$ cat src/rtl/gates_pkg.sv
// Shared definitions for the selectable bitwise gate unit: function-select
// encoding and the default (XOR) function.
package gates_pkg;

  typedef enum logic [2:0] {
    OP_XOR  = 3'b000,
    OP_AND  = 3'b001,
    OP_OR   = 3'b010,
    OP_NAND = 3'b011,
    OP_NOR  = 3'b100,
    OP_XNOR = 3'b101,
    OP_NOTA = 3'b110,
    OP_BUFA = 3'b111
  } gate_op_e;

  localparam gate_op_e OP_DEFAULT = OP_XOR;

  localparam int unsigned WIDTH_MIN = 1;
  localparam int unsigned WIDTH_MAX = 64;

endpackage : gates_pkg

$ cat src/rtl/gate_core.sv
// Combinational WIDTH-wide function mux: applies the selected two-input gate
// bitwise to a and b. Stateless; X/Z on operand bits propagate per bit.
module gate_core
  import gates_pkg::*;
#(
  parameter int unsigned WIDTH = 1
) (
  input  logic [WIDTH-1:0] a,
  input  logic [WIDTH-1:0] b,
  input  logic [2:0]       op,
  output logic [WIDTH-1:0] y
);

  gate_op_e op_sel;

  assign op_sel = gate_op_e'(op);

  always_comb begin
    // NOTE: y gets a value before the case so no path through this block can
    // leave it unassigned, which would otherwise infer a latch.
    y = '0;
    case (op_sel)
      OP_XOR:  y = a ^ b;
      OP_AND:  y = a & b;
      OP_OR:   y = a | b;
      OP_NAND: y = ~(a & b);
      OP_NOR:  y = ~(a | b);
      OP_XNOR: y = ~(a ^ b);
      OP_NOTA: y = ~a;
      OP_BUFA: y = a;
      default: y = 'x;
    endcase
  end

endmodule : gate_core

$ cat src/rtl/xor_gates.sv
// Selectable bitwise gate unit (XOR when op is 0) with a zero-latency result,
// a one-cycle registered copy and the parity of that registered copy.
module xor_gates
  import gates_pkg::*;
#(
  parameter int unsigned WIDTH = 1
) (
  input  logic             clk,
  input  logic             rst,
  input  logic [WIDTH-1:0] a,
  input  logic [WIDTH-1:0] b,
  input  logic [2:0]       op,
  output logic [WIDTH-1:0] y,
  output logic [WIDTH-1:0] y_q,
  output logic             y_q_par
);

  gate_core #(
    .WIDTH(WIDTH)
  ) u_gate_core (
    .a (a),
    .b (b),
    .op(op),
    .y (y)
  );

  always_ff @(posedge clk) begin
    // NOTE: non-blocking so every register samples pre-edge values, keeping
    // simulation order-independent and matching the synthesized flop.
    if (rst) begin
      y_q <= '0;
    end else begin
      y_q <= y;
    end
  end

  // Parity follows the register, so it is clean of input glitches too.
  assign y_q_par = ^y_q;

endmodule : xor_gates

$ cat config.mk
export PLATFORM = sky130hd
export DESIGN_NAME = xor_gates
export DESIGN_NICKNAME = d
export VERILOG_FILES = /design/src/rtl/gates_pkg.sv /design/src/rtl/gate_core.sv /design/src/rtl/xor_gates.sv
export SDC_FILE = /design/constraint.sdc
export NUM_CORES = 1
export LEC_CHECK = 0
export ABC_AREA = 1
export ABC_CLOCK_PERIOD_IN_PS = 1830
export BUFFER_PORTS_ARGS = -buffer_cell sky130_fd_sc_hd__buf_2
export CELL_PAD_IN_SITES_DETAIL_PLACEMENT = 1
export CELL_PAD_IN_SITES_GLOBAL_PLACEMENT = 2
export CORE_AREA = 2 2 39 41
export CTS_BUF_LIST = sky130_fd_sc_hd__clkbuf_2
export CTS_CLUSTER_DIAMETER = 50
export DETAILED_ROUTE_END_ITERATION = 6
export DIE_AREA = 0 0 41 43
export PLACE_DENSITY_LB_ADDON = 0.25
export SLEW_MARGIN = 20
export SYNTH_ARGS = -nofsm -noshare
export SYNTH_HDL_FRONTEND = slang
export SYNTH_SLANG_ARGS = --single-unit
$ cat constraint.sdc
create_clock -name clk -period 1.83 [get_ports clk]
set_input_delay 0.183 -clock clk [delete_from_list [all_inputs] [get_ports clk]]
set_output_delay 0.183 -clock clk [all_outputs]
set_load 0.02 [all_outputs]
==> results of run 1 <==
[layout make-up]
type | count | share of cell area
Timing Repair Buffer | 9 | 0.195
Multi-Input combinational cell | 18 | 0.486
Inverter | 9 | 0.146
Sequential cell | 1 | 0.0865
Tap cell | 16 | 0.0865
[synth_stat cells]
library cell / n
buf_4: 1
nand3_2: 3
nand2_2: 2
nand3_1: 1
dfxtp_1: 1
inv_2: 1
nand2_1: 9
inv_1: 8
nor2_2: 1
ha_1: 2
[placed cells by master (no fill, tap or decap)]
master / n
buf_2: 9
dfxtp_1: 1
ha_1: 2
inv_1: 8
inv_2: 1
nand2_1: 9
nand2_2: 2
nand3_1: 1
nand3_2: 3
nor2_2: 1
[layer usage]
metal / share of wire / vias up / global-route usage
li1: - / 98 / -
met1: 0.31 / 85 / 0.0633
met2: 0.68 / 1 / 0.103
met3: 0.0072 / 0 / 0
met4: 0 / 0 / 0
met5: 0 / - / 0
[worst paths after layout]
kind | start | to | slack [ns] | depth (start not counted)
worst max-delay path | a | y | 0.48 | 10
worst min-delay path | rst | y_q$_SDFF_PP0_ | 0.35 | 2
[power breakdown]
group,switching (uW),internal (uW),total [uW]
Sequential,0.710,24.2,24.9
Combinational,33.3,20.4,53.7
Clock,0,0,0
[kinds of logic after synthesis]
kind of cell | after synthesis | synth area share
DFF | 1 | 0.115
adders and majority gates | 2 | 0.144
buffers and inverters | 10 | 0.237
and+or+nand+nor | 16 | 0.504
[stage by stage]
stage          area (um^2)  cells  utilization  hold WS [ns]
6_report               231     53        0.167         0.349
5_1_grt                231     53        0.167         0.356
4_1_cts                231     53        0.167         0.352
3_5_place_dp           231     53        0.167         0.352
3_3_place_gp           231     53        0.167         0.346
2_1_floorplan          174     29            -         0.250
==> run metrics, run 1 <==
Cells after Synth 29; Synthesis Warnings 0; Yosys top cell by area nand2_1; Die Y 43 um; GRT Residual Overflow 0; endpoints failing setup 0; total number of vias between 150 and 200; worst rel slew slack 0.925; Top delay family on crit path buffers and inverters; Crit Path Class input pin to output port; setup total negative slack 0 ns; status finished, final reports clean; leak pwr between 0.0001 and 0.00015 uW; post_cts resized 0; PortBufs 9; core area ~1400 um^2; Hold/Removal Path Class input pin to register; Die Wd approximately 40 um; Syn Area/Cell between 5 and 6 um^2; Pre-Repair DR Iteration Count 1; Synth cell types 10; nets between 40 and 50; Post-Route WL 415 um; area delta synth->final 33.1%; final worst slack 0.483 ns; synthesized flop and latch total 1; Worst-Margin Slew around 0.11 ns; FF+latch area about 20 um^2; top cells by area, synth nand2_1, nand3_2, inv_1; Final Hold Vio Count 0; WP data arrival 1.16 ns; Starting DRT DRC Count 0; setup bufs post-CTS 0; RSZ-0062 raised after global routing no; Starting Density 0.126; layout cells sized above 1 0.432; post-DP HPWL ~420 um; first-pass GRT wire length around 700 um; worst-path fanout max 3; CP max-delay cell ha_1; n_diodes 0; CP required approximately 1.7 ns; Power, Total approximately 80 uW; hold buffers post-CTS 0; CP startpoint kind input pin; max-slew violation count 0; Max Cap Viol 0; Net Count, Synth 38; Biggest register y_q; Cell Pwr Density roughly 340 nW/um^2; maximum VDD drop between 0.05 and 0.06 mV; routed vias/inst 3.47; Core Rows 14; multi-input logic area approximately 110 um^2; GRT Overall Usage 0.0529; pre-CTS setup slack between 0.4 and 0.5 ns; fmax roughly 740 MHz; DR WL/cell 7.83 um; critical path endpoint category output port; Regs by FF count y_q (1); initial antenna violation count 0; Antenna Nets Post-Route 0; register area share after synthesis 0.115; synthesized area around 170 um^2; Final Cycle Share 0.736; num ports 10; Synth top area share 0.194; max incr delay on CP about 0.30 ns; Largest register FFs 1; fin crit period 1.35 ns; vias in the first global route approximately 190; # DRC 0; worst path cell trace buf_2 -> inv_1 -> ha_1 -> inv_1 -> nand2_1 -> nand3_1 -> nand3_2 -> nand2_2 -> inv_1 -> buf_2; die area between 1500 and 2000 um^2; Filler Cells Inserted 180; largest net degree at the start of global routing 5; Placer Congestion roughly 0.55; cell mode on critical path inv_1; Buf/Inv on CP 5; CTS clock-pin slew for the worst setup and hold paths 0 ns
(Power assumes the default switching activity.)
==> run 2: changes to the inputs <==
--- a/config.mk
+++ b/config.mk
@@ -6,7 +6,7 @@
 export NUM_CORES = 1
 export LEC_CHECK = 0
 export ABC_AREA = 1
-export ABC_CLOCK_PERIOD_IN_PS = 1830
+export ABC_CLOCK_PERIOD_IN_PS = 1300
 export BUFFER_PORTS_ARGS = -buffer_cell sky130_fd_sc_hd__buf_2
 export CELL_PAD_IN_SITES_DETAIL_PLACEMENT = 1
 export CELL_PAD_IN_SITES_GLOBAL_PLACEMENT = 2
==> constraint.sdc (replaced) <==
create_clock -name clk -period 1.3 [get_ports clk]
set_input_delay 0.13 -clock clk [delete_from_list [all_inputs] [get_ports clk]]
set_output_delay 0.13 -clock clk [all_outputs]
set_load 0.02 [all_outputs]
==> run 2 against run 1 <==
  * Via count is 1.6% lower
  * Wire length fell by 3.4%
  * Final cell count stayed put
  * Worst setup slack worse by 0.37 ns
  * Power rose by 48%
  * Sequential cell count stayed put
  * Final area grew 6.5%
  * Critical path depth is the same
  * Sequential share of layout area is 0.53 points lower
  * Largest cell class unchanged
  * Sequential power is 41% higher
  * Die area is the same
  * Worst hold slack got worse by 0.053 ns
==> run metrics, run 2 (synthesis gave the netlist of run 1 again) <==
Cell Pwr Density 471 nW/um^2 (was 340 nW/um^2); setup bufs post-CTS 0 (unchanged); WP data arrival 1.06 ns (was 1.16 ns); critical path endpoint category output port (unchanged); n_diodes 0 (unchanged); Max Cap Viol 0 (unchanged); Worst-Margin Slew 0.105 ns (was 0.113 ns); routed vias/inst 3.42 (was 3.47); RSZ-0062 raised after global routing no (unchanged); # DRC 0 (unchanged); largest net degree at the start of global routing 5 (unchanged); fin crit period 1.19 ns; Top Usage Layer GRT met2 (unchanged); Die Wd 41 um (unchanged); worst hold path depth 2 (unchanged); commonest non-fill, non-tap cell in the layout nand2_1; Regs by FF count y_q (1) (unchanged); GR Layer Usage met2 0.109 (was 0.103); CTS clock-pin slew for the worst setup and hold paths 0 ns (about the same); final hold slack 0.296 ns (was 0.349 ns); leak pwr 0.000151 uW (was 0.000150 uW); Starting Density 0.126 (unchanged); worst rel slew slack 0.930 (was 0.925); GRT Residual Overflow 0 (unchanged); CP startpoint kind input pin (unchanged); max-slew violation count 0 (unchanged); die area 1760 um^2 (unchanged); Die Y 43 um (unchanged); Antenna Nets Post-Route 0 (unchanged); pre-CTS setup slack 0.0382 ns (was 0.469 ns); Pre-Repair DR Iteration Count 1 (unchanged); GRT met3 Usage 0 (unchanged); Biggest register y_q (unchanged); Final Hold Vio Count 0 (unchanged); maximum VDD drop 0.0731 mV (was 0.0507 mV); worst-path fanout max 3 (unchanged); core area 1380 um^2 (unchanged); layout cells sized above 1 0.459 (was 0.432); area delta synth->final 41.7% (was 33.1%); Core Rows 14 (unchanged); post-DP HPWL 384 um (was 420 um); PortBufs 9 (unchanged); DR WL/cell 7.57 um (was 7.83 um); Starting DRT DRC Count 0 (unchanged); setup total negative slack 0 ns (unchanged); hold buffers post-CTS 0 (unchanged); status finished, final reports clean (unchanged); CP required 1.17 ns (was 1.65 ns); Placer Congestion 0.547 (was 0.545); initial antenna violation count 0 (unchanged); met1 GRT Util 0.0475 (was 0.0633); Filler Cells Inserted 177 (was 180); Crit Path Class input pin to output port (unchanged); endpoints failing setup 0 (unchanged); GRT Overall Usage 0.0500 (was 0.0529); total number of vias 181 (was 184); final worst slack 0.109 ns (was 0.483 ns); nets 48 (unchanged); placed insts 53 (unchanged); Post-Layout Cell Count 53 (unchanged); Largest register FFs 1 (unchanged); Final Cycle Share 0.916; vias in the first global route 177 (was 194); Post-Route WL 401 um (was 415 um); fmax between 800 and 900 MHz; first-pass GRT wire length 655 um (was 703 um); Final Util 0.178 (was 0.167); commonest cells after routing, fill and taps aside nand2_1, inv_1, buf_2, nand3_2, nand2_2 (was nand2_1, buf_2, inv_1, nand3_2); Hold/Removal Path Class input pin to register (unchanged); num ports 10 (unchanged)
## run 2: final cells by class
class / instances / area [um^2] / area share
Multi-Input combinational cell: 18 / 125 / 0.508
Timing Repair Buffer: 9 / 47.5 / 0.193
Inverter: 9 / 33.8 / 0.137
Sequential cell: 1 / 20.0 / 0.0812
Tap cell: 16 / 20.0 / 0.0812
## run 2: through the flow
stage	area, um^2	power (uW)
final	246	116
after global routing	246	127
after CTS	231	113
after detailed placement	231	112
after global placement	231	109
after floorplan	174	86.8
## run 2: what timing repair did
action	4_1_cts	5_1_grt
gates resized for setup	0	2
hold endpoints to repair	0	0
endpoints found under the setup margin	0	1
## run 2: power breakdown
part / switching [uW] / total, uW / leakage [uW] / internal (uW)
logic: 47.8 / 80.9 / 0.000142 / 33.1
clock network: 0 / 0 / 0 / 0
registers: 1.03 / 35.1 / 0.00000834 / 34.1
total: 48.8 / 116 / 0.000151 / 67.2
## run 2: worst max-delay path, cell delays in order
cell,delay (ns)
buf_2,0.11
inv_1,0.10
ha_4,0.21
inv_1,0.05
nand2_1,0.05
nand3_1,0.08
nand3_2,0.08
nand2_2,0.07
inv_1,0.04
buf_4,0.15
## run 2: worst paths after layout
kind,startpoint,to,slack (ns)
worst max-delay path,a,y,0.11
worst min-delay path,rst,y_q$_SDFF_PP0_,0.30
## run 2: metal layers
| metal | up-vias | share of wire |
|---|---|---|
| met4 | 0 | 0 |
| met3 | 0 | 0.012 |
| met5 | - | 0 |
| met1 | 82 | 0.32 |
| li1 | 98 | - |
| met2 | 1 | 0.66 |
==> run 3: changes to the inputs <==
--- a/config.mk
+++ b/config.mk
@@ -5,7 +5,7 @@
 export SDC_FILE = /design/constraint.sdc
 export NUM_CORES = 1
 export LEC_CHECK = 0
-export ABC_AREA = 1
+export ABC_AREA = 0
 export ABC_CLOCK_PERIOD_IN_PS = 1300
 export BUFFER_PORTS_ARGS = -buffer_cell sky130_fd_sc_hd__buf_2
 export CELL_PAD_IN_SITES_DETAIL_PLACEMENT = 1
==> run 3 against run 2 <==
  * Worst hold slack better by 0.0045 ns
  * Final area rose by 39%
  * Sequential share of layout area is 2.3 points lower
  * First-iteration DRC count unchanged
  * Synthesized cell count down 38%
  * Via count decreased by 5.5%
  * Critical path depth fell by 3
  * Global-route usage rose by 1.1 points
  * Sequential power about the same
  * Power increased by 34%
  * Core utilization is 6.9 points higher
  * Synthesized area down 7.2%
  * Critical endpoint unchanged
  * Highest routed layer unchanged
==> run metrics, run 3 <==
hold buffers post-CTS 0 (unchanged); Top Usage Layer GRT met2 (unchanged); Post-Route WL 447 um (was 401 um); status finished, final reports clean (unchanged); Post-Place Cell Area 251 um^2 (was 231 um^2); largest net degree at the start of global routing 7 (was 5); die area 1760 um^2 (unchanged); max-slew violation count 0 (unchanged); Cells after Synth 18 (was 29); most common flop cell mapped by yosys dfxtp_1 (unchanged); Die Y 43 um (unchanged); Post-synth EDFFs 0 (unchanged); total number of vias 171 (was 181); Max Cap Viol 0 (unchanged); CP Launch Point b (was a); ys async rst share 0 (unchanged); Synth top cells by count ha_1, inv_1, or2b_1 (was nand2_1, inv_1, nand3_2); synthesized area 161 um^2 (was 174 um^2); Final Cycle Share 0.994 (was 0.916); Net Count, Synth 27 (was 38); commonest cells after routing, fill and taps aside buf_2, buf_4 (was nand2_1, inv_1, buf_2, nand3_2, nand2_2); endpoints failing setup 0 (unchanged); RSZ-0062 raised after global routing yes (was no); area delta synth->final 112% (was 41.7%); Die Wd 41 um (unchanged); n_diodes 0 (unchanged); critical path endpoint category output port (unchanged); multi-input logic area 204 um^2 (was 125 um^2); synthesized flop and latch total 1 (unchanged); DR WL/cell 9.72 um (was 7.57 um); GRT Overall Usage 0.0610 (was 0.0500); Crit Path Class input pin to output port (unchanged); leak pwr 0.000140 uW (was 0.000151 uW); vias in the first global route 189 (was 177); Synthesis Warnings 0 (unchanged); Placer Congestion 0.717 (was 0.547); Synth cell types 15 (was 10); layout cells sized above 1 0.800 (was 0.459); Starting DRT DRC Count 0 (unchanged); GRT Residual Overflow 0 (unchanged); fin crit period 1.29 ns (was 1.19 ns); Largest register FFs 1 (unchanged); num ports 10 (unchanged); Syn Area/Cell 8.97 um^2 (was 6.00 um^2); maximum VDD drop 0.119 mV (was 0.0731 mV); Pre-Repair DR Iteration Count 1 (unchanged); commonest non-fill, non-tap cell in the layout buf_2 (was nand2_1); pre-CTS setup slack -0.171 ns (was 0.0382 ns); CP startpoint kind input pin (unchanged); fmax 774 MHz (was 840 MHz); CTS clock-pin slew for the worst setup and hold paths 0 ns (about the same); initial antenna violation count 0 (unchanged); Cell Pwr Density 455 nW/um^2 (was 471 nW/um^2); Antenna Nets Post-Route 0 (unchanged); register area share after synthesis 0.124 (was 0.115); # DRC 0 (unchanged); Hold/Removal Path Class input pin to register (unchanged); final hold slack 0.301 ns (was 0.296 ns); CP required 1.17 ns (about the same); worst rel slew slack 0.788 (was 0.930); Starting Density 0.117 (was 0.126); Final Hold Vio Count 0 (unchanged); GRT met3 Usage 0.0105 (was 0); first-pass GRT wire length 772 um (was 655 um); Yosys top cell by area ha_1 (was nand2_1); Biggest register y_q (unchanged); top cells by area, synth ha_1, dfxtp_1, o32ai_2 (was nand2_1, nand3_2, inv_1); worst-path fanout max 2 (was 3); FF+latch area 20.0 um^2 (unchanged); Synth top area share 0.155 (was 0.194); nets 41 (was 48); Core Rows 14 (unchanged); met1 GRT Util 0.0762 (was 0.0475); Design Area, Final 342 um^2 (was 246 um^2); PortBufs 9 (unchanged); Worst-Margin Slew 0.318 ns (was 0.105 ns); Filler Cells Inserted 163 (was 177); GR Layer Usage met2 0.109 (unchanged); WP data arrival 1.16 ns (was 1.06 ns); final worst slack 0.00830 ns (was 0.109 ns); Regs by FF count y_q (1) (unchanged); crit path capture y (unchanged); routed vias/inst 3.72 (was 3.42); core area 1380 um^2 (unchanged)
-- run 3: cell count changes in the layout (fill, tap and decap cells not counted), sizes merged, moves of 2 or more --
cell   before  now
inv         9    2
nand2      11    0
or2b        0    2
nand3       4    0
and2b       0    2
buf         9   13
-- run 3: metal layers --
| layer | up-vias | wire [um] |
|---|---|---|
| met2 | 3 | 255 |
| li1 | 88 | - |
| met4 | 0 | 0 |
| met5 | - | 0 |
| met3 | 0 | 22 |
| met1 | 80 | 170 |
-- run 3: worst max-delay path, stage by stage --
cell and delay (ns):
buf_6 0.07, inv_2 0.04, ha_4 0.24, and2b_2 0.22, o32ai_4 0.23, nor3_2 0.07, buf_4 0.16
-- run 3: report_power, final --
| part | leakage (uW) | internal [uW] | total [uW] | switching, uW |
|---|---|---|---|---|
| registers | 0.00000836 | 34.4 | 35.4 | 1.01 |
| clock network | 0 | 0 | 0 | 0 |
| logic | 0.000131 | 63.2 | 120 | 56.8 |
-- run 3: area by class of cell --
| type | instances | share of cell area |
|---|---|---|
| multi-input cells | 14 | 0.597 |
| repair buffers | 13 | 0.264 |
| flip-flops and latches | 1 | 0.0586 |
| well taps | 16 | 0.0586 |
| inverters | 2 | 0.0220 |
-- run 3: cells by family after synthesis --
group	after synthesis	share of synthesized area
AOI/OAI and AO/OA	2	0.163
xor gates and xnor gates	1	0.0543
adders and majority gates	2	0.155
buffers and inverters	3	0.0931
DFF	1	0.124
muxes	1	0.0620
and+or+nand+nor	8	0.349
-- run 3: timing repair --
action	in CTS	in global routing
pin swaps	4	0
gates cloned	0	0
gates resized for setup	13	0
buffers inserted	1	0
endpoints found under the setup margin	2	2
-- run 3: worst min-delay path by stage --
stage	startpoint	endpoint	cells after the start
floorplan	rst	y_q$_SDFF_PP0_	1
global placement	rst	y_q$_SDFF_PP0_	2
detailed placement	rst	y_q$_SDFF_PP0_	2
CTS	rst	y_q$_SDFF_PP0_	2
global route	rst	y_q$_SDFF_PP0_	2
finish	rst	y_q$_SDFF_PP0_	2
-- run 3: metrics by stage --
| step | util | power, uW | std cells | TNS (ns) |
|---|---|---|---|---|
| final | 0.247 | 155 | 46 | 0 |
| after global routing | 0.247 | 166 | 46 | -0.0565 |
| after CTS | 0.247 | 156 | 46 | 0 |
| after detailed placement | 0.182 | 120 | 45 | -0.244 |
| after global placement | 0.182 | 119 | 45 | -0.245 |
| after floorplan | - | 86.8 | 18 | 0 |
